File: config.mk
export PLATFORM = sky130hd
export DESIGN_NAME = pomodoro_display_flat
export DESIGN_NICKNAME = d
export VERILOG_FILES = /design/src/rtl/pomodoro_display_pkg.sv /design/src/rtl/pomodoro_display_if.sv /design/src/rtl/pomodoro_display_hc595_scan.sv /design/src/rtl/pomodoro_display.sv /design/src/flat_wrapper.sv
export SDC_FILE = /design/constraint.sdc
export NUM_CORES = 1
export LEC_CHECK = 0
export CAP_MARGIN = 20
export CORE_ASPECT_RATIO = 1.1
export CORE_MARGIN = 5
export CORE_UTILIZATION = 58
export DETAILED_ROUTE_END_ITERATION = 16
export PLACE_DENSITY = 0.87
export SLEW_MARGIN = 0
export SYNTH_ARGS = -nofsm -noshare
export SYNTH_HDL_FRONTEND = slang
export SYNTH_HIERARCHICAL = 1
export SYNTH_SLANG_ARGS = --single-unit
File: constraint.sdc
create_clock -name clk -period 19.3 [get_ports clk]
set_input_delay 3.86 -clock clk [delete_from_list [all_inputs] [get_ports clk]]
set_output_delay 3.86 -clock clk [all_outputs]
set_load 0.02 [all_outputs]
File: src/rtl/pomodoro_display_pkg.sv
// rtl/pomodoro_display_pkg.sv - shared state codes, durations, segment table and helpers for pomodoro_display
package pomodoro_display_pkg;

  localparam logic [3:0] ST_IDLE   = 4'd0;
  localparam logic [3:0] ST_RUN5   = 4'd1;
  localparam logic [3:0] ST_RUN10  = 4'd2;
  localparam logic [3:0] ST_RUN25  = 4'd3;
  localparam logic [3:0] ST_PAUSED = 4'd4;
  localparam logic [3:0] ST_DONE   = 4'd5;

  localparam logic [15:0] DUR_5  = 16'd300;
  localparam logic [15:0] DUR_10 = 16'd600;
  localparam logic [15:0] DUR_25 = 16'd1500;

  localparam logic [3:0] BLANK_CODE = 4'hF;

  // Serial scan phases: one half-period of sclk each
  localparam logic [2:0] SP_LOAD   = 3'd0;
  localparam logic [2:0] SP_LOW    = 3'd1;
  localparam logic [2:0] SP_HIGH   = 3'd2;
  localparam logic [2:0] SP_LATCH1 = 3'd3;
  localparam logic [2:0] SP_LATCH2 = 3'd4;

  typedef struct packed {
    logic [3:0]  st;
    logic [15:0] secs;
  } start_t;

  function automatic logic [7:0] seg_encode(input logic [3:0] v);
    logic [7:0] s;
    case (v)
      4'd0:    s = 8'hC0;
      4'd1:    s = 8'hF9;
      4'd2:    s = 8'hA4;
      4'd3:    s = 8'hB0;
      4'd4:    s = 8'h99;
      4'd5:    s = 8'h92;
      4'd6:    s = 8'h82;
      4'd7:    s = 8'hF8;
      4'd8:    s = 8'h80;
      4'd9:    s = 8'h90;
      default: s = 8'hFF;
    endcase
    return s;
  endfunction

  function automatic logic is_run(input logic [3:0] s);
    return (s == ST_RUN5) || (s == ST_RUN10) || (s == ST_RUN25);
  endfunction

  function automatic logic [7:0] bcd2(input logic [6:0] v);
    return {4'(v / 7'd10), 4'(v % 7'd10)};
  endfunction

endpackage

File: src/rtl/pomodoro_display_if.sv
// rtl/pomodoro_display_if.sv - button inputs and 74HC595 serial link of pomodoro_display
interface pomodoro_display_if;
  logic [3:0] btn;
  logic       sclk;
  logic       rclk;
  logic       dio;

  modport master (output btn, input sclk, rclk, dio);
  modport slave  (input btn, output sclk, rclk, dio);
endinterface

File: src/rtl/pomodoro_display_hc595_scan.sv
// rtl/pomodoro_display_hc595_scan.sv - shifts segment+select frames for digits 0..7 into a dual-74HC595 module
module hc595_scan
  import pomodoro_display_pkg::*;
#(
  parameter logic [15:0] SCLK_DIV = 16'd4
) (
  input  logic            clk,
  input  logic            rst,
  input  logic [7:0][7:0] i_num,
  output logic            o_sclk,
  output logic            o_rclk,
  output logic            o_dio
);

  logic [15:0] r_div;
  logic [2:0]  r_phase;
  logic [3:0]  r_bit;
  logic [2:0]  r_digit;
  logic        r_sclk;
  logic        r_rclk;
  logic        r_dio;
  logic        w_step;
  logic [15:0] w_frame;

  assign w_step  = (r_div == SCLK_DIV - 16'd1);
  assign w_frame = {i_num[r_digit], 8'd1 << r_digit};

  // dio is only updated on transitions into a low sclk half, so it is stable at every rising edge
  always_ff @(posedge clk) begin
    if (rst) begin
      r_div   <= '0;
      r_phase <= SP_LOAD;
      r_bit   <= 4'd15;
      r_digit <= '0;
      r_sclk  <= 1'b0;
      r_rclk  <= 1'b0;
      r_dio   <= 1'b0;
    end else begin
      r_div <= w_step ? 16'd0 : r_div + 16'd1;
      if (w_step) begin
        case (r_phase)
          SP_LOAD: begin
            r_dio   <= w_frame[r_bit];
            r_phase <= SP_LOW;
          end
          SP_LOW: begin
            r_sclk  <= 1'b1;
            r_phase <= SP_HIGH;
          end
          SP_HIGH: begin
            r_sclk <= 1'b0;
            if (r_bit == 4'd0) begin
              r_dio   <= 1'b0;
              r_rclk  <= 1'b1;
              r_phase <= SP_LATCH1;
            end else begin
              r_bit   <= r_bit - 4'd1;
              r_dio   <= w_frame[r_bit - 4'd1];
              r_phase <= SP_LOW;
            end
          end
          SP_LATCH1: r_phase <= SP_LATCH2;
          default: begin
            r_rclk  <= 1'b0;
            r_bit   <= 4'd15;
            r_digit <= r_digit + 3'd1;
            r_phase <= SP_LOAD;
          end
        endcase
      end
    end
  end

  assign o_sclk = r_sclk;
  assign o_rclk = r_rclk;
  assign o_dio  = r_dio;

endmodule

File: src/rtl/pomodoro_display.sv
// rtl/pomodoro_display.sv - pomodoro timer with MM:SS display on a 74HC595 module; optional pause via POMODORO_PAUSE_EN
module pomodoro_display
  import pomodoro_display_pkg::*;
#(
  parameter logic [26:0] COUNT_LIM = 27'd100_000_000,
  parameter logic [15:0] SCLK_DIV  = 16'd4
) (
  input  logic               clk,
  input  logic               rst,
  pomodoro_display_if.slave  bus,
  output logic [15:0]        displayed_number,
  output logic [15:0]        mod_cnt,
  output logic [26:0]        one_second_counter,
  output logic [3:0]         state,
  output logic [3:0]         next_state,
  output logic [3:0]         LED_0,
  output logic [3:0]         LED_1,
  output logic [3:0]         LED_2,
  output logic [3:0]         LED_3,
  output logic [3:0]         LED_4,
  output logic [3:0]         LED_5,
  output logic [3:0]         LED_6,
  output logic [3:0]         LED_7,
  output logic [7:0]         NUM_0,
  output logic [7:0]         NUM_1,
  output logic [7:0]         NUM_2,
  output logic [7:0]         NUM_3,
  output logic [7:0]         NUM_4,
  output logic [7:0]         NUM_5,
  output logic [7:0]         NUM_6,
  output logic [7:0]         NUM_7
);

  logic [3:0]      r_btn_prev;
  logic [3:0]      r_state;
  logic [15:0]     r_mod_cnt;
  logic [26:0]     r_sec_cnt;
  logic [3:0]      w_rise;
  logic [3:0]      w_next;
  logic            w_run;
  logic            w_tick;
  logic            w_pause;
  logic            w_start_hit;
  start_t          w_start;
  logic [6:0]      w_min;
  logic [6:0]      w_sec;
  logic [15:0]     w_bcd;
  logic [7:0][7:0] w_num;
  logic            w_sclk;
  logic            w_rclk;
  logic            w_dio;

  assign w_rise      = bus.btn & ~r_btn_prev;
  assign w_run       = is_run(r_state);
  assign w_tick      = w_run && (r_sec_cnt == COUNT_LIM - 27'd1);
  assign w_start_hit = |w_rise[3:1];

  always_comb begin
    w_start = '{st: ST_RUN25, secs: DUR_25};
    if (w_rise[3])      w_start = '{st: ST_RUN5,  secs: DUR_5};
    else if (w_rise[2]) w_start = '{st: ST_RUN10, secs: DUR_10};
  end

`ifdef POMODORO_PAUSE_EN
  logic [3:0] r_saved;
  assign w_pause = w_rise[0] && (w_run || (r_state == ST_PAUSED));
`else
  logic w_unused_pause_btn;
  assign w_unused_pause_btn = w_rise[0];
  assign w_pause = 1'b0;
`endif

  always_comb begin
    w_next = r_state;
    if (w_start_hit) begin
      w_next = w_start.st;
    end else begin
      case (r_state)
        ST_IDLE, ST_DONE: w_next = r_state;
        ST_RUN5, ST_RUN10, ST_RUN25: begin
          if (w_pause)                               w_next = ST_PAUSED;
          else if (w_tick && (r_mod_cnt <= 16'd1))   w_next = ST_DONE;
        end
`ifdef POMODORO_PAUSE_EN
        ST_PAUSED: if (w_pause) w_next = r_saved;
`endif
        default: w_next = ST_IDLE;
      endcase
    end
  end

  // A start press always reloads; pausing freezes both the prescaler and the remaining time
  always_ff @(posedge clk) begin
    if (rst) begin
      r_state    <= ST_IDLE;
      r_mod_cnt  <= '0;
      r_sec_cnt  <= '0;
      r_btn_prev <= '0;
    end else begin
      r_btn_prev <= bus.btn;
      r_state    <= w_next;
      if (w_start_hit) begin
        r_mod_cnt <= w_start.secs;
        r_sec_cnt <= '0;
      end else if (w_run && !w_pause) begin
        if (w_tick) begin
          r_sec_cnt <= '0;
          r_mod_cnt <= (r_mod_cnt <= 16'd1) ? 16'd0 : r_mod_cnt - 16'd1;
        end else begin
          r_sec_cnt <= r_sec_cnt + 27'd1;
        end
      end else if (w_next == ST_IDLE) begin
        r_mod_cnt <= '0;
        r_sec_cnt <= '0;
      end
    end
  end

`ifdef POMODORO_PAUSE_EN
  always_ff @(posedge clk) begin
    if (rst)                                    r_saved <= ST_RUN5;
    else if (w_run && w_pause && !w_start_hit)  r_saved <= r_state;
  end
`endif

  assign w_min = 7'(r_mod_cnt / 16'd60);
  assign w_sec = 7'(r_mod_cnt % 16'd60);
  assign w_bcd = {bcd2(w_min), bcd2(w_sec)};

  assign displayed_number   = w_bcd;
  assign mod_cnt            = r_mod_cnt;
  assign one_second_counter = r_sec_cnt;
  assign state              = r_state;
  assign next_state         = w_next;

  assign LED_0 = w_bcd[3:0];
  assign LED_1 = w_bcd[7:4];
  assign LED_2 = w_bcd[11:8];
  assign LED_3 = w_bcd[15:12];
  assign LED_4 = BLANK_CODE;
  assign LED_5 = BLANK_CODE;
  assign LED_6 = BLANK_CODE;
  assign LED_7 = BLANK_CODE;

  assign NUM_0 = seg_encode(LED_0);
  assign NUM_1 = seg_encode(LED_1);
  assign NUM_2 = seg_encode(LED_2);
  assign NUM_3 = seg_encode(LED_3);
  assign NUM_4 = seg_encode(LED_4);
  assign NUM_5 = seg_encode(LED_5);
  assign NUM_6 = seg_encode(LED_6);
  assign NUM_7 = seg_encode(LED_7);

  assign w_num = {NUM_7, NUM_6, NUM_5, NUM_4, NUM_3, NUM_2, NUM_1, NUM_0};

  hc595_scan #(
    .SCLK_DIV (SCLK_DIV)
  ) u_scan (
    .clk    (clk),
    .rst    (rst),
    .i_num  (w_num),
    .o_sclk (w_sclk),
    .o_rclk (w_rclk),
    .o_dio  (w_dio)
  );

  assign bus.sclk = w_sclk;
  assign bus.rclk = w_rclk;
  assign bus.dio  = w_dio;

endmodule

File: src/flat_wrapper.sv
// flat-port wrapper written by rule: the top's interface ports become plain ports
module pomodoro_display_flat import pomodoro_display_pkg::*;
#(
  parameter logic [26:0] COUNT_LIM = 27'd100_000_000,
  parameter logic [15:0] SCLK_DIV  = 16'd4
)
  (clk, rst, displayed_number, mod_cnt, one_second_counter, state, next_state, LED_0, LED_1, LED_2, LED_3, LED_4, LED_5, LED_6, LED_7, NUM_0, NUM_1, NUM_2, NUM_3, NUM_4, NUM_5, NUM_6, NUM_7, bus_btn, bus_sclk, bus_rclk, bus_dio);
  pomodoro_display_if bus_i ();
  input  logic clk;
  input  logic rst;
  output logic [15:0] displayed_number;
  output logic [15:0] mod_cnt;
  output logic [26:0] one_second_counter;
  output logic [3:0] state;
  output logic [3:0] next_state;
  output logic [3:0] LED_0;
  output logic [3:0] LED_1;
  output logic [3:0] LED_2;
  output logic [3:0] LED_3;
  output logic [3:0] LED_4;
  output logic [3:0] LED_5;
  output logic [3:0] LED_6;
  output logic [3:0] LED_7;
  output logic [7:0] NUM_0;
  output logic [7:0] NUM_1;
  output logic [7:0] NUM_2;
  output logic [7:0] NUM_3;
  output logic [7:0] NUM_4;
  output logic [7:0] NUM_5;
  output logic [7:0] NUM_6;
  output logic [7:0] NUM_7;
  input wire logic [$bits(bus_i.btn)-1:0] bus_btn;
  output wire logic [$bits(bus_i.sclk)-1:0] bus_sclk;
  output wire logic [$bits(bus_i.rclk)-1:0] bus_rclk;
  output wire logic [$bits(bus_i.dio)-1:0] bus_dio;
  assign bus_i.btn = bus_btn;
  assign bus_sclk = bus_i.sclk;
  assign bus_rclk = bus_i.rclk;
  assign bus_dio = bus_i.dio;
  pomodoro_display #(.COUNT_LIM(COUNT_LIM), .SCLK_DIV(SCLK_DIV)) u_core (.clk(clk), .rst(rst), .bus(bus_i), .displayed_number(displayed_number), .mod_cnt(mod_cnt), .one_second_counter(one_second_counter), .state(state), .next_state(next_state), .LED_0(LED_0), .LED_1(LED_1), .LED_2(LED_2), .LED_3(LED_3), .LED_4(LED_4), .LED_5(LED_5), .LED_6(LED_6), .LED_7(LED_7), .NUM_0(NUM_0), .NUM_1(NUM_1), .NUM_2(NUM_2), .NUM_3(NUM_3), .NUM_4(NUM_4), .NUM_5(NUM_5), .NUM_6(NUM_6), .NUM_7(NUM_7));
endmodule
After elaboration in Yosys (flattened, before gate mapping) --
Memories as Yosys holds them, arrays and structs flattened. Index checks and enable logic that the tools add are counted.
Storage, ports and cells: bits of input ports 6, memories kept 8, latch bits 0, ROM bits 896, bits in registers 80, memory bits (writable) 0, logic and storage cells 104, output and inout port bits 166
Memory list:
- (name not given) | depth 16, width 7, read ports 1, clocked after memory_dff 0, wr ports 0, RTL line pomodoro_display_pkg.sv:31 | case (v)
- (name not given) | depth 16, width 7, read ports 1, clocked after memory_dff 0, wr ports 0, RTL line pomodoro_display_pkg.sv:31
- (name not given) | depth 16, width 7, read ports 1, clocked after memory_dff 0, wr ports 0, RTL line pomodoro_display_pkg.sv:31
- (name not given) | depth 16, width 7, read ports 1, clocked after memory_dff 0, wr ports 0, RTL line pomodoro_display_pkg.sv:31
- (name not given) | depth 16, width 7, read ports 1, clocked after memory_dff 0, wr ports 0, RTL line pomodoro_display_pkg.sv:31
- (name not given) | depth 16, width 7, read ports 1, clocked after memory_dff 0, wr ports 0, RTL line pomodoro_display_pkg.sv:31
- 2 more memories
Cells by class: bitwise operators 4, mux-type cells 28, shift operators 1, reduce and logical (&&, ||, !) cells 25, eq/ne operators 12, order comparisons 4, div/mod/pow operators 6, add/subtract/negate cells 5, multipliers 0
Operators by type and width (number):
- 27-bit 2-to-1 mux | 3
- 16-bit 2-to-1 mux | 5
- 27-bit by 1-bit adder with 27-bit output, second input constant | 1
- 27-bit equality test, second input constant | 1
- 8-bit binary-select mux with 3-bit select | 1
- 18-bit 2-to-1 mux | 1
- 17-bit 2-to-1 mux | 1
- 16-bit by 1-bit adder with 16-bit output, second input constant | 1
- 16-bit by 6-bit divider with 16-bit output, second input constant | 1
- 16-bit by 2-bit equality test with 1-bit output, second input constant | 1
- 16-bit by 1-bit <= comparator with 1-bit output, second input constant | 1
- 16-bit by 6-bit remainder unit with 16-bit output, second input constant | 1
- 4-bit case mux with 2 select lines | 2
- 16-bit by 1-bit subtractor with 16-bit output, second input constant | 1
- 7-bit by 4-bit divider with 7-bit output, second input constant | 2
- 7-bit by 4-bit remainder unit with 7-bit output, second input constant | 2
- 4-bit logical NOT | 3
- 4-bit 2-to-1 mux | 3
- 3-bit case mux with 4 select lines | 1
- 4-bit by 5-bit less-than comparator with 1-bit output, second input constant | 2
- 3-bit OR reduction | 3
- 1-bit binary-select mux with 4-bit select | 2
- 4-bit by 2-bit equality test with 1-bit output, second input constant | 2
- 8-bit 2-to-1 mux | 1
- 25 further kinds | 43

Depth between registers and ports, before layout --
Gate-level depths: netlist of the first run.
word-level depth 12, mapped depth 49, depth with buffers taken out 46

Cells and area by module --
Netlist of the first run, hierarchy kept.
By module, submodules not included:
- pomodoro_display | instances 1, seq. area each 1001.0 sq um, cells each 931, area an instance 6802.8 sq um
- hc595_scan | instances 1, seq. area each 580.6 sq um, cells each 229, area an instance 2264.7 sq um

Least setup slack after synthesis of the first run --
Ideal clock, no wire load.
path type register -> output, start register u_core.r_mod_cnt[15], in the netlist u_core/mod_cnt[15], end output NUM_2[4], arrival time 9.204 ns, data required time 15.440 ns, stages on the path, launching flop included 43, buffers on the path 2, slack 6.236 ns, path through dfxtp_1 > buf_2 > buf_6 > or2_1 > mux2i_1 > o2111ai_1 > a211oi_2 > nand4_1 > o311ai_1 > nor2_1 > o21ai_0 > ha_1 > a21oi_1 > o21a_1 > o22a_1 > o21a_1 > or2_2 > inv_1 > (+7 left out) > nor3b_1 > a31o_1 > a21boi_2 > nand2_1 > inv_2 > xnor2_1 > ha_1 > nand2b_1 > o41a_1 > nand3_1 > a2bb2oi_2 > nor4_4 > xnor2_1 > inv_1 > ha_1 > mux2_2 > a22oi_1 > a31o_1
On the way: word-level cells in the longest chain between the ends 3
Ends and longest elaborated chain:
- start, declared | RTL line pomodoro_display.sv:36 | logic [15:0] r_mod_cnt;
- start signal, assigned | RTL line pomodoro_display.sv:103 | r_mod_cnt <= w_start.secs;
- start signal, assigned | RTL line pomodoro_display.sv:108 | r_mod_cnt <= (r_mod_cnt <= 16'd1) ? 16'd0 : r_mod_cnt - 16'd1;
- 16-bit by 6-bit divider with 16-bit output | RTL line pomodoro_display.sv:126 | assign w_min = 7'(r_mod_cnt / 16'd60);
- 7-bit by 4-bit remainder unit with 7-bit output | RTL line pomodoro_display_pkg.sv:52 | return {4'(v / 7'd10), 4'(v % 7'd10)};
- via LED_2[1] | RTL line flat_wrapper.sv:18 | output logic [3:0] LED_2;
- memory read 16 x 7 bit
- end, declared | RTL line flat_wrapper.sv:26 | output logic [7:0] NUM_2;
The timed path passes the listed nets, and every way through them passes these cells.

Final worst setup path of the first run --
start register u_core.r_mod_cnt[11], in the netlist u_core/mod_cnt[11], end output NUM_2[4]
On the way: word-level cells in the longest chain between the ends 3
Ends and longest elaborated chain (RTL line):
- 16-bit by 6-bit divider with 16-bit output | pomodoro_display.sv:126
- 7-bit by 4-bit remainder unit with 7-bit output | pomodoro_display_pkg.sv:52
- memory read 16 x 7 bit
Every way passes these cells.

==> out/summary.txt, run 1 <==
Crit path DAT - 11.97 ns
Max_slew headroom - 29.9%
DRT Wirelength - 24500 µm
Reg-to-reg startpoint - u_core/mod_cnt[11]$_SDFFE_PP0P_
M2 GR Usage - 43.8%
Clock Latency Late Sink - 0.36 ns
Max Freq - 63.2 MHz
Most common flop cell mapped by yosys - dfxtp_1
Final TNS setup - 0 ns
Final ANT Viol Nets - 0
Worst Tran Pin Value - 1.02 ns
Core Util, Final - 66.5%
Final hold vios - 0
Vias - 9099
Setup Fix Bufs, Post-CTS - 0
Fin. max-slew vios - 0
Number of global-route vias before repair - 8497
Critical path origin - u_core/mod_cnt[11]$_SDFFE_PP0P_
Die width - 129 µm
Grt met1 use - 32.6%
Worst reg-to-reg path cell count - 46
Cts repair resizes - 0
Wirelength per Cell - 16.8 µm
CTS tree - yes
Max clock buf depth - 2
FFs w/ async S/R, synth - 0%
# port buffers - 115
1st-iter DRT viols - 627
Hold Path Class - flip-flop to flip-flop
Max Cap Viol - 0
Yosys cell types - 118
CP Data Required Time - 15.44 ns
Clock network fraction of design power - 13.0%
Tcrit/Tclk final - 82.0%
Synthesized flop and latch total - 79
Total number of H-tree levels - 3
Clock sinks - 79
Synth Instances - 1160
Status - finished, final reports clean
Initial antenna violation count - 0
Clk_skew - 0.00747 ns
GR Util met3 - 5.00%
Post-CTS Hold Fix Bufs - 0
R2R setup slack - 6.95 ns
Fin nets - 1302
DR DRC count - 0
Ports - 172
Sequential fraction of the synthesis area - 17.4%
Clock transition at the registers of the reported paths - 0.06 ns
RSZ-0062 raised after global routing - false
Synth Warn # - 6
Hold slack final - 0.449 ns
Post-synth EDFFs - 0
Post-route cell area - 0.0103 mm²
Synth Area per Inst - 7.82 µm²
Worst reg2reg path endpoint - u_core/u_scan/o_dio$_SDFFE_PP0P_
Placer congestion estimate - 0.968
Cell Rows - 48
Total track usage - 26.1%
Seq pwr share - 13.4%
Logic pwr share - 73.6%
CTS buffer count - 9
Switch Pwr - 647 µW
Chip height - 141 µm
Largest net degree at the start of global routing - 33
Crit Path Class - flip-flop to primary output
Root Driver - clkbuf_16
First-pass GRT wire length - 40400 µm
Sw Ratio - 48.6%
CP peak stage delay - 0.83 ns
Layout cells sized above 1 - 8.64%
Global route hottest layer - met2
Total gr overflow - 0
CP Max Fanout - 21
Power Density - 129 mW/mm²
Vias per cell - 6.23
Peak supply drop - 115 µV
Die Area - 0.0182 mm²
Post-route minimum period - 15.83 ns
Slowest CP cell - mux2i_2
Leak - 3.96 nW
Initial Util - 58.3%
Synth Cell Area - 0.00907 mm²
Core outline area - 0.0156 mm²
Element type at the critical path start - flip-flop
Endpoints failing setup - 0
Critical Path End Type - primary output
Ant diodes - 0
CP Capture Point - NUM_2[4]
Area post-placement - 0.0100 mm²
Post-DP HPWL - 18100 µm
Int Pwr - 683 µW
Pre-Repair DR Iteration Count - 5
Crit-path most repeated cell - ha_1
Layout area overhead - 14.0%
[per-layer routing]
metal	routed length [µm]	vias to the layer above
li1	-	4323
met1	10100	4304
met2	12200	404
met3	1580	68
met4	629	0
met5	0	-
[state kept, by name, indices dropped and copies added, names as in the netlist]
register and cells:
u_core/u_scan/r_phase 3, u_core/u_scan/o_rclk 1, u_core/state 4, u_core/one_second_counter 27
u_core/u_scan/r_digit 3, u_core/mod_cnt 16, u_core/u_scan/r_div 16, u_core/u_scan/r_bit 4
u_core/u_scan/o_sclk 1, u_core/r_btn_prev 3, u_core/u_scan/o_dio 1
[cell families after synthesis]
kind of cell / count (synthesis) / share of synthesized area [%]
mux: 57 / 10.3
buf+inv: 173 / 11.1
compound gates: 336 / 26.9
fa+ha+maj: 40 / 5.49
other cells: 2 / 0.0828
simple gates: 432 / 24.6
xor+xnor: 41 / 4.13
flops: 79 / 17.4
[worst min-delay path by stage]
stage / startpoint / to / slack [ns] / cells past startpoint
after CTS: u_core/u_scan/r_div[0]$_SDFF_PP0_ / u_core/u_scan/r_div[0]$_SDFF_PP0_ / 0.45 / 1
after global placement: u_core/u_scan/r_div[0]$_SDFF_PP0_ / u_core/u_scan/r_div[0]$_SDFF_PP0_ / 0.43 / 1
final: u_core/u_scan/r_div[0]$_SDFF_PP0_ / u_core/u_scan/r_div[0]$_SDFF_PP0_ / 0.45 / 1
after global routing: u_core/u_scan/r_div[0]$_SDFF_PP0_ / u_core/u_scan/r_div[0]$_SDFF_PP0_ / 0.48 / 1
after floorplan: u_core/u_scan/r_div[0]$_SDFF_PP0_ / u_core/u_scan/r_div[0]$_SDFF_PP0_ / 0.42 / 1
after detailed placement: u_core/u_scan/r_div[0]$_SDFF_PP0_ / u_core/u_scan/r_div[0]$_SDFF_PP0_ / 0.44 / 1
[cell type report]
type                    count  area (µm²)
multi-input cells         998        6820
repair buffers            119        1200
well taps                 200         250
flip-flops and latches     79        1580
clock buffers               9         225
inverters                  50         190
fillers                  1304        5220
clock inverters             6        68.8
[cells in the mapped netlist (10+ instances only)]
| cell | number | area share (%) |
|---|---|---|
| nor2_1 | 132 | 5.5 |
| nand2_1 | 85 | 3.5 |
| buf_4 | 80 | 6.6 |
| dfxtp_1 | 79 | 17 |
| o21ai_0 | 77 | 4.3 |
| a21oi_1 | 68 | 3.8 |
| inv_1 | 45 | 1.9 |
| ha_1 | 39 | 5.4 |
| nand3_1 | 32 | 1.8 |
| nor3_1 | 28 | 1.5 |
| clkbuf_1 | 26 | 1.1 |
| xnor2_1 | 25 | 2.4 |
| and3_1 | 23 | 1.6 |
| a31oi_1 | 21 | 1.4 |
| mux2i_1 | 19 | 2.1 |
| nor2b_1 | 17 | 1.2 |
| nand4_1 | 16 | 1.1 |
| a211oi_1 | 14 | 1.2 |
| xor2_1 | 14 | 1.4 |
| mux4_2 | 12 | 3.0 |
| nand2b_1 | 12 | 0.83 |
| or3_1 | 12 | 0.83 |
| o21ai_1 | 11 | 0.61 |
| a311oi_1 | 10 | 0.97 |
| mux2_2 | 10 | 1.2 |
| mux4_1 | 10 | 2.9 |
| o211ai_1 | 10 | 0.83 |
[metrics by stage]
stage | instances | total power [mW] | worst slack (ns)
global placement | 1445 | 1.11 | 4.39
CTS | 1460 | 1.32 | 3.62
global route | 1461 | 1.40 | 2.71
detailed placement | 1445 | 1.14 | 4.00
finish | 1461 | 1.33 | 3.47
floorplan | 1250 | 0.832 | 6.24
[power by group through the flow]
stage	registers (mW)	clock network, mW	logic (mW)
2_1_floorplan	0.178	0	0.655
3_3_place_gp	0.182	0	0.929
3_5_place_dp	0.182	0	0.962
4_1_cts	0.178	0.174	0.966
5_1_grt	0.179	0.181	1.03
6_report	0.178	0.172	0.979
[cells in the final DEF, fill, tap and decap left out, types with 10 or more instances in the layout]
master           netlist  routed
conb_1                 2      92
o211ai_1              10      10
nand2_1               85      85
mux4_2                12      12
a311oi_1              10      10
mux2i_1               19      19
xnor2_1               25      25
nand2b_1              12      12
clkdlybuf4s50_1        0     115
xor2_1                14      14
dfxtp_1               79      79
inv_1                 45      45
a21oi_1               68      68
and3_1                23      23
o21ai_0               77      76
a211oi_1              14      14
mux2_2                10      10
a31oi_1               21      21
nor3_1                28      28
or3_1                 12      12
ha_1                  39      39
nand4_1               16      16
nand3_1               32      32
nor2b_1               17      17
mux4_1                10      10
o21ai_1               11      12
nor2_1               132     132
[critical path: cells and delay by family, from the launching register on]
kind            cells  cell delay, ns
compound gates     16            3.96
flops               1            0.77
xor+xnor            3            0.81
buf+inv             5            1.25
fa+ha+maj           5            1.38
mux                 2            1.10
simple gates       10            2.33
Power figures use the tool's default switching activity.
==> inputs of run 2 (changes only) <==
- CORE_UTILIZATION: 58 -> 54
- PLACE_DENSITY: 0.87 -> 0.81
- clock period: 19.3 -> 16 ns (I/O delays scaled with it)
==> run 2 against run 1 <==
Hold slack better by 0.0092 ns; via count fell by 1.5%; count of clock-buffer cells in the layout is the same; worst setup slack worse by 2.4 ns; highest routed layer unchanged; wire length shrank 2.5%; critical endpoint unchanged; sequential share of layout area about the same; flip-flop and latch count stayed put; critical path depth unchanged; clock skew increased by 0.0017 ns; final area up 0.24%.
==> out/summary.txt, run 2 (synthesis gave the netlist of run 1 again) <==
Pre-Repair DR Iteration Count - 5 (unchanged)
Clock transition at the registers of the reported paths - 0.07 ns (about the same)
Final hold vios - 0 (unchanged)
Power Density - 154 mW/mm² (+20%)
Crit Path Class - flip-flop to primary output
Post-DP HPWL - 17800 µm (-1.7%)
Fin. max-slew vios - 0 (unchanged)
# port buffers - 115 (unchanged)
Cell Rows - 49 (+2.1%)
Number of global-route vias before repair - 8432 (-0.76%)
Status - finished, final reports clean
Total number of H-tree levels - 3 (unchanged)
Initial antenna violation count - 0 (unchanged)
Critical Path End Type - primary output
First-pass GRT wire length - 40000 µm (-0.81%)
Largest net degree at the start of global routing - 33 (unchanged)
Post-route minimum period - 14.88 ns
Max Freq - 67.2 MHz
Post-CTS Hold Fix Bufs - 0 (unchanged)
Setup Fix Bufs, Post-CTS - 0 (unchanged)
Chip height - 146 µm (+3.4%)
Hold Path Class - flip-flop to flip-flop
RSZ-0062 raised after global routing - false
Fin nets - 1302 (unchanged)
Max_slew headroom - 29.6% (-0.27 points)
Commonest non-fill, non-tap cell in the layout - nor2_1
CP peak stage delay - 0.85 ns (+0.02 ns)
GR Util met3 - 4.36% (-0.65 points)
Max Cap Viol - 0 (unchanged)
Ant diodes - 0 (unchanged)
Final ANT Viol Nets - 0 (unchanged)
Tcrit/Tclk final - 93.0%
Slowest CP cell - mux2i_2
CP Data Required Time - 12.80 ns (-2.64 ns)
Hold slack final - 0.458 ns (+0.00921 ns)
Layout area overhead - 14.3%
Leak - 3.98 nW (+0.41%)
Reg area - 0.00158 mm² (unchanged)
DRT Wirelength - 23900 µm (-2.5%)
Vias per cell - 6.11 (-1.8%)
Final TNS setup - 0 ns (unchanged)
Initial Util - 55.2% (-3.1 points)
1st-iter DRT viols - 683 (+8.9%)
Global route hottest layer - met2
DR DRC count - 0 (unchanged)
Worst Tran Pin Value - 1.03 ns (+0.00396 ns)
M2 GR Usage - 41.9% (-1.9 points)
Worst reg-to-reg path cell count - 46 (unchanged)
Wirelength per Cell - 16.3 µm (-2.8%)
Fillers - 1442 (+11%)
Area of the multi-input gates - 0.00682 mm² (unchanged)
Max FFs per register - 27 (unchanged)
Placer congestion estimate - 0.954 (-1.4%)
Hold Path Cell Cnt - 1 (unchanged)
Die Area - 0.0195 mm² (+6.8%)
Clock sinks - 79 (unchanged)
Endpoints failing setup - 0 (unchanged)
Peak supply drop - 142 µV (+23%)
Most frequent cells in the layout - nor2_1, clkdlybuf4s50_1, conb_1
Layout cells sized above 1 - 8.72% (+0.072 points)
Total track usage - 23.9% (-2.2 points)
CTS tree - yes
Ports - 172 (unchanged)
Die width - 134 µm (+3.4%)
CP Max Fanout - 17 (-19%)
Element type at the critical path start - flip-flop
Clk_skew - 0.00921 ns (+0.00174 ns)
Total gr overflow - 0 (unchanged)
Root Driver - clkbuf_16
Crit-path most repeated cell - ha_1
Max clock buf depth - 2 (unchanged)
CTS buffer count - 9 (unchanged)
Clock Latency Late Sink - 0.35 ns (about the same)
Grt met1 use - 29.7% (-2.9 points)
Crit path DAT - 11.68 ns (-0.29 ns)
Vias - 8964 (-1.5%)
Cts repair resizes - 0 (unchanged)
Core outline area - 0.0164 mm² (+5.6%)
## run 2: layout make-up
| class | instances | share of cell area (%) |
|---|---|---|
| Clock inverter | 7 | 1.05 |
| Clock buffer | 9 | 2.17 |
| Inverter | 50 | 1.84 |
| Sequential cell | 79 | 15.3 |
| Tap cell | 204 | 2.46 |
| Multi-Input combinational cell | 998 | 65.8 |
| Timing Repair Buffer | 119 | 11.4 |
## run 2: layer usage
layer	wire length, µm	vias up	part of all wire [%]
met5	0	-	0
met3	1580	39	6.6
li1	-	4326	-
met4	491	0	2.1
met2	11800	343	49
met1	10100	4256	42
## run 2: path summary, 6_finish.rpt
check | from | slack, ns | endpoint
hold / removal | u_core/u_scan/r_div[0]$_SDFF_PP0_ | 0.46 | u_core/u_scan/r_div[0]$_SDFF_PP0_
setup / recovery | u_core/mod_cnt[14]$_SDFFE_PP0P_ | 1.12 | NUM_2[4]
hold reg to reg | u_core/u_scan/r_div[0]$_SDFF_PP0_ | 0.46 | u_core/u_scan/r_div[0]$_SDFF_PP0_
setup reg to reg | u_core/mod_cnt[14]$_SDFFE_PP0P_ | 4.02 | u_core/u_scan/o_dio$_SDFFE_PP0P_
## run 2: report_power, final
group	leakage [nW]	switching (mW)	internal, mW
sequential	0.641	0.0136	0.201
clock	0.164	0.0906	0.140
combinational	3.18	0.650	0.499
## run 2: through the flow
stage / utilization (%) / power (mW) / instance area [µm²] / instances / setup slack [ns]
floorplan: - / 1.00 / 9410 / 1250 / 3.60
global placement: 61.0 / 1.35 / 10000 / 1450 / 1.75
detailed placement: 61.0 / 1.36 / 10000 / 1450 / 1.60
CTS: 63.1 / 1.60 / 10400 / 1466 / 1.15
global route: 63.1 / 1.69 / 10400 / 1466 / 0.0466
finish: 63.1 / 1.60 / 10400 / 1466 / 1.12
## run 2: critical path, delay by kind of cell, from the launching register on
family / cells / cell delay [ns]
AOI/OAI and AO/OA: 16 / 3.89
xor gates and xnor gates: 3 / 0.74
adders and majority gates: 5 / 1.33
buffers and inverters: 5 / 1.20
DFF: 1 / 0.72
muxes: 2 / 1.11
and+or+nand+nor: 10 / 2.31
==> inputs of run 3 (changes only) <==
- ABC_CLOCK_PERIOD_IN_PS: not set -> 16000
- MAX_ROUTING_LAYER: not set -> met4
==> run 3 against run 2 <==
Final area fell by 0.27%; register-to-register slack improved by 0.05 ns; global-route usage rose by 0.60 points; count of clock-buffer cells in the layout rose by 1; combinational power barely moved; clock power fell by 14%; critical path type unchanged; highest routed layer unchanged.
==> out/summary.txt, run 3 (synthesis gave the netlist of run 1 again) <==
Max Cap Viol - 0 (unchanged)
CP Max Fanout - 21 (+4)
Core outline area - 0.0164 mm² (unchanged)
Status - finished, final reports clean
Max FFs per register - 27 (unchanged)
Leak - 3.96 nW (-0.61%)
Initial antenna violation count - 0 (unchanged)
Crit path DAT - 11.64 ns (-0.04 ns)
Worst reg2reg path endpoint - u_core/u_scan/o_dio$_SDFFE_PP0P_
DRT Wirelength - 24100 µm (+0.56%)
Vias - 8981 (+0.19%)
Max clock buf depth - 2 (unchanged)
Final ANT Viol Nets - 0 (unchanged)
Peak supply drop - 157 µV (+11%)
First-pass GRT wire length - 39900 µm (-0.39%)
Die width - 134 µm (unchanged)
Int Pwr - 817 µW (-2.8%)
Endpoints failing setup - 0 (unchanged)
Layout cells sized above 1 - 8.79% (+0.072 points)
RSZ-0062 raised after global routing - false
Fin nets - 1303 (+0.077%)
Clock transition at the registers of the reported paths - 0.06 ns (about the same)
Vias per cell - 6.12 (+0.12%)
Clock sinks - 79 (unchanged)
# port buffers - 115 (unchanged)
CP Data Required Time - 12.80 ns (about the same)
Post-DP HPWL - 17900 µm (+0.84%)
Total track usage - 24.5% (+0.60 points)
CP peak stage delay - 0.73 ns (-0.12 ns)
DR DRC count - 0 (unchanged)
Initial Util - 55.2% (unchanged)
Worst slack, placed - 1.39 ns (-0.214 ns)
Number of global-route vias before repair - 8188 (-2.9%)
Fin. max-slew vios - 0 (unchanged)
Power Density - 152 mW/mm² (-1.0%)
Element type at the critical path start - flip-flop
Clock network fraction of design power - 12.6% (-1.9 points)
Crit-path most repeated cell - ha_1
Worst reg-to-reg path cell count - 46 (unchanged)
Ant diodes - 0 (unchanged)
Slowest CP cell - dfxtp_1
Reg-to-reg startpoint - u_core/mod_cnt[11]$_SDFFE_PP0P_
Root Driver - clkbuf_16
Logic pwr share - 73.7% (+1.7 points)
Die Area - 0.0195 mm² (unchanged)
CTS buffer count - 9 (unchanged)
Worst hold path endpoint - u_core/u_scan/r_div[0]$_SDFF_PP0_
Clock Latency Late Sink - 0.34 ns (about the same)
Ports - 172 (unchanged)
Max Freq - 67.4 MHz (+0.26%)
R2R setup slack - 4.07 ns (+0.05 ns)
Critical Path End Type - primary output
Final TNS setup - 0 ns (unchanged)
Sw Ratio - 48.1% (+0.82 points)
Max_slew headroom - 40.5% (+11 points)
Seq pwr share - 13.7% (+0.2 points)
Crit Path Class - flip-flop to primary output
PnR worst setup slack - 1.16 ns (+0.0385 ns)
Hold Path Cell Cnt - 1 (unchanged)
Total gr overflow - 0 (unchanged)
Switch Pwr - 758 µW (+0.44%)
CTS tree - yes
Hold Path Class - flip-flop to flip-flop
Wirelength per Cell - 16.4 µm (+0.50%)
Total number of H-tree levels - 3 (unchanged)
Post-route minimum period - 14.84 ns (-0.0385 ns)
Tcrit/Tclk final - 92.8% (-0.24 points)
Placer congestion estimate - 0.931 (-2.4%)
Pre-Repair DR Iteration Count - 5 (unchanged)
Total power - 1.57 mW (-1.3%)
Final hold vios - 0 (unchanged)
Clk_skew - 0.00853 ns (-0.000682 ns)
Worst Tran Pin Value - 0.892 ns (-0.134 ns)
Cell Rows - 49 (unchanged)
Most frequent cells in the layout - nor2_1, clkdlybuf4s50_1, conb_1
Largest net degree at the start of global routing - 33 (unchanged)
Layout area overhead - 14.0%
Chip height - 146 µm (unchanged)
1st-iter DRT viols - 603 (-12%)
Hold_sp - u_core/u_scan/r_div[0]$_SDFF_PP0_
Commonest non-fill, non-tap cell in the layout - nor2_1
==> run 3: cell count changes in the layout (fill, tap and decap cells not counted), sizes merged <==
| cell | delta |
|---|---|
| clkbuf | +1 |
| bufinv | -2 |
| buf | +1 |
| inv | -1 |
| clkinvlp | +3 |
| clkinv | -1 |
==> run 3: repair_timing <==
| item | 4_1_cts | 5_1_grt |
|---|---|---|
| hold buffers | 0 | 0 |
| gates resized for setup | 0 | 1 |
| endpoints found under the setup margin | 0 | 2 |
| buffers inserted | 0 | 0 |
==> run 3: worst max-delay path, delay by kind of cell, from the launching register on <==
family,cells,cell delay (ns)
flip-flops,1,0.73
XOR/XNOR,4,0.99
AO/OA/AOI/OAI,17,4.72
AND/OR/NAND/NOR,9,2.00
multiplexers,1,0.28
buffers and inverters,5,1.21
adder cells (fa/ha/maj),5,1.36
==> run 3: cell type report <==
type | instances | area, µm²
flip-flops and latches | 79 | 1580
inverters | 50 | 190
repair buffers | 120 | 1190
clock buffers | 10 | 239
well taps | 204 | 255
multi-input cells | 998 | 6830
fillers | 1440 | 6090
clock inverters | 6 | 51.3
==> run 3: how the worst max path moves through the flow <==
stage	startpoint	endpoint	slack [ns]	cells after the start
detailed placement	u_core/mod_cnt[11]$_SDFFE_PP0P_	NUM_2[4]	1.39	41
floorplan	u_core/mod_cnt[15]$_SDFFE_PP0P_	NUM_2[4]	3.60	42
finish	u_core/mod_cnt[11]$_SDFFE_PP0P_	NUM_2[4]	1.16	41
CTS	u_core/mod_cnt[11]$_SDFFE_PP0P_	NUM_2[4]	0.98	41
global placement	u_core/mod_cnt[14]$_SDFFE_PP0P_	NUM_2[4]	1.73	41
global route	u_core/mod_cnt[11]$_SDFFE_PP0P_	NUM_2[4]	0.19	41
==> run 3: metal layers <==
layer  global-route usage, %  vias to the layer above  wire length (µm)
met3                    4.39                       35              1440
met5                       -                        -                 0
met2                    41.7                      327             11800
li1                        -                     4329                 -
met1                    30.3                     4290             10400
met4                    5.66                        0               399
==> run 3: metrics by stage <==
stage / util (%) / cells / instance area, µm² / hold slack, ns
finish: 62.9 / 1467 / 10300 / 0.443
global route: 62.9 / 1467 / 10300 / 0.473
CTS: 62.8 / 1466 / 10300 / 0.450
detailed placement: 61.0 / 1450 / 10000 / 0.436
global placement: 61.0 / 1450 / 10000 / 0.428
floorplan: - / 1250 / 9410 / 0.418
==> run 3: power by group through the flow <==
stage | clock (mW) | sequential (mW) | combinational [mW]
final | 0.199 | 0.215 | 1.16
after global routing | 0.211 | 0.216 | 1.24
after CTS | 0.203 | 0.215 | 1.15
after detailed placement | 0 | 0.219 | 1.15
after global placement | 0 | 0.219 | 1.13
after floorplan | 0 | 0.214 | 0.790
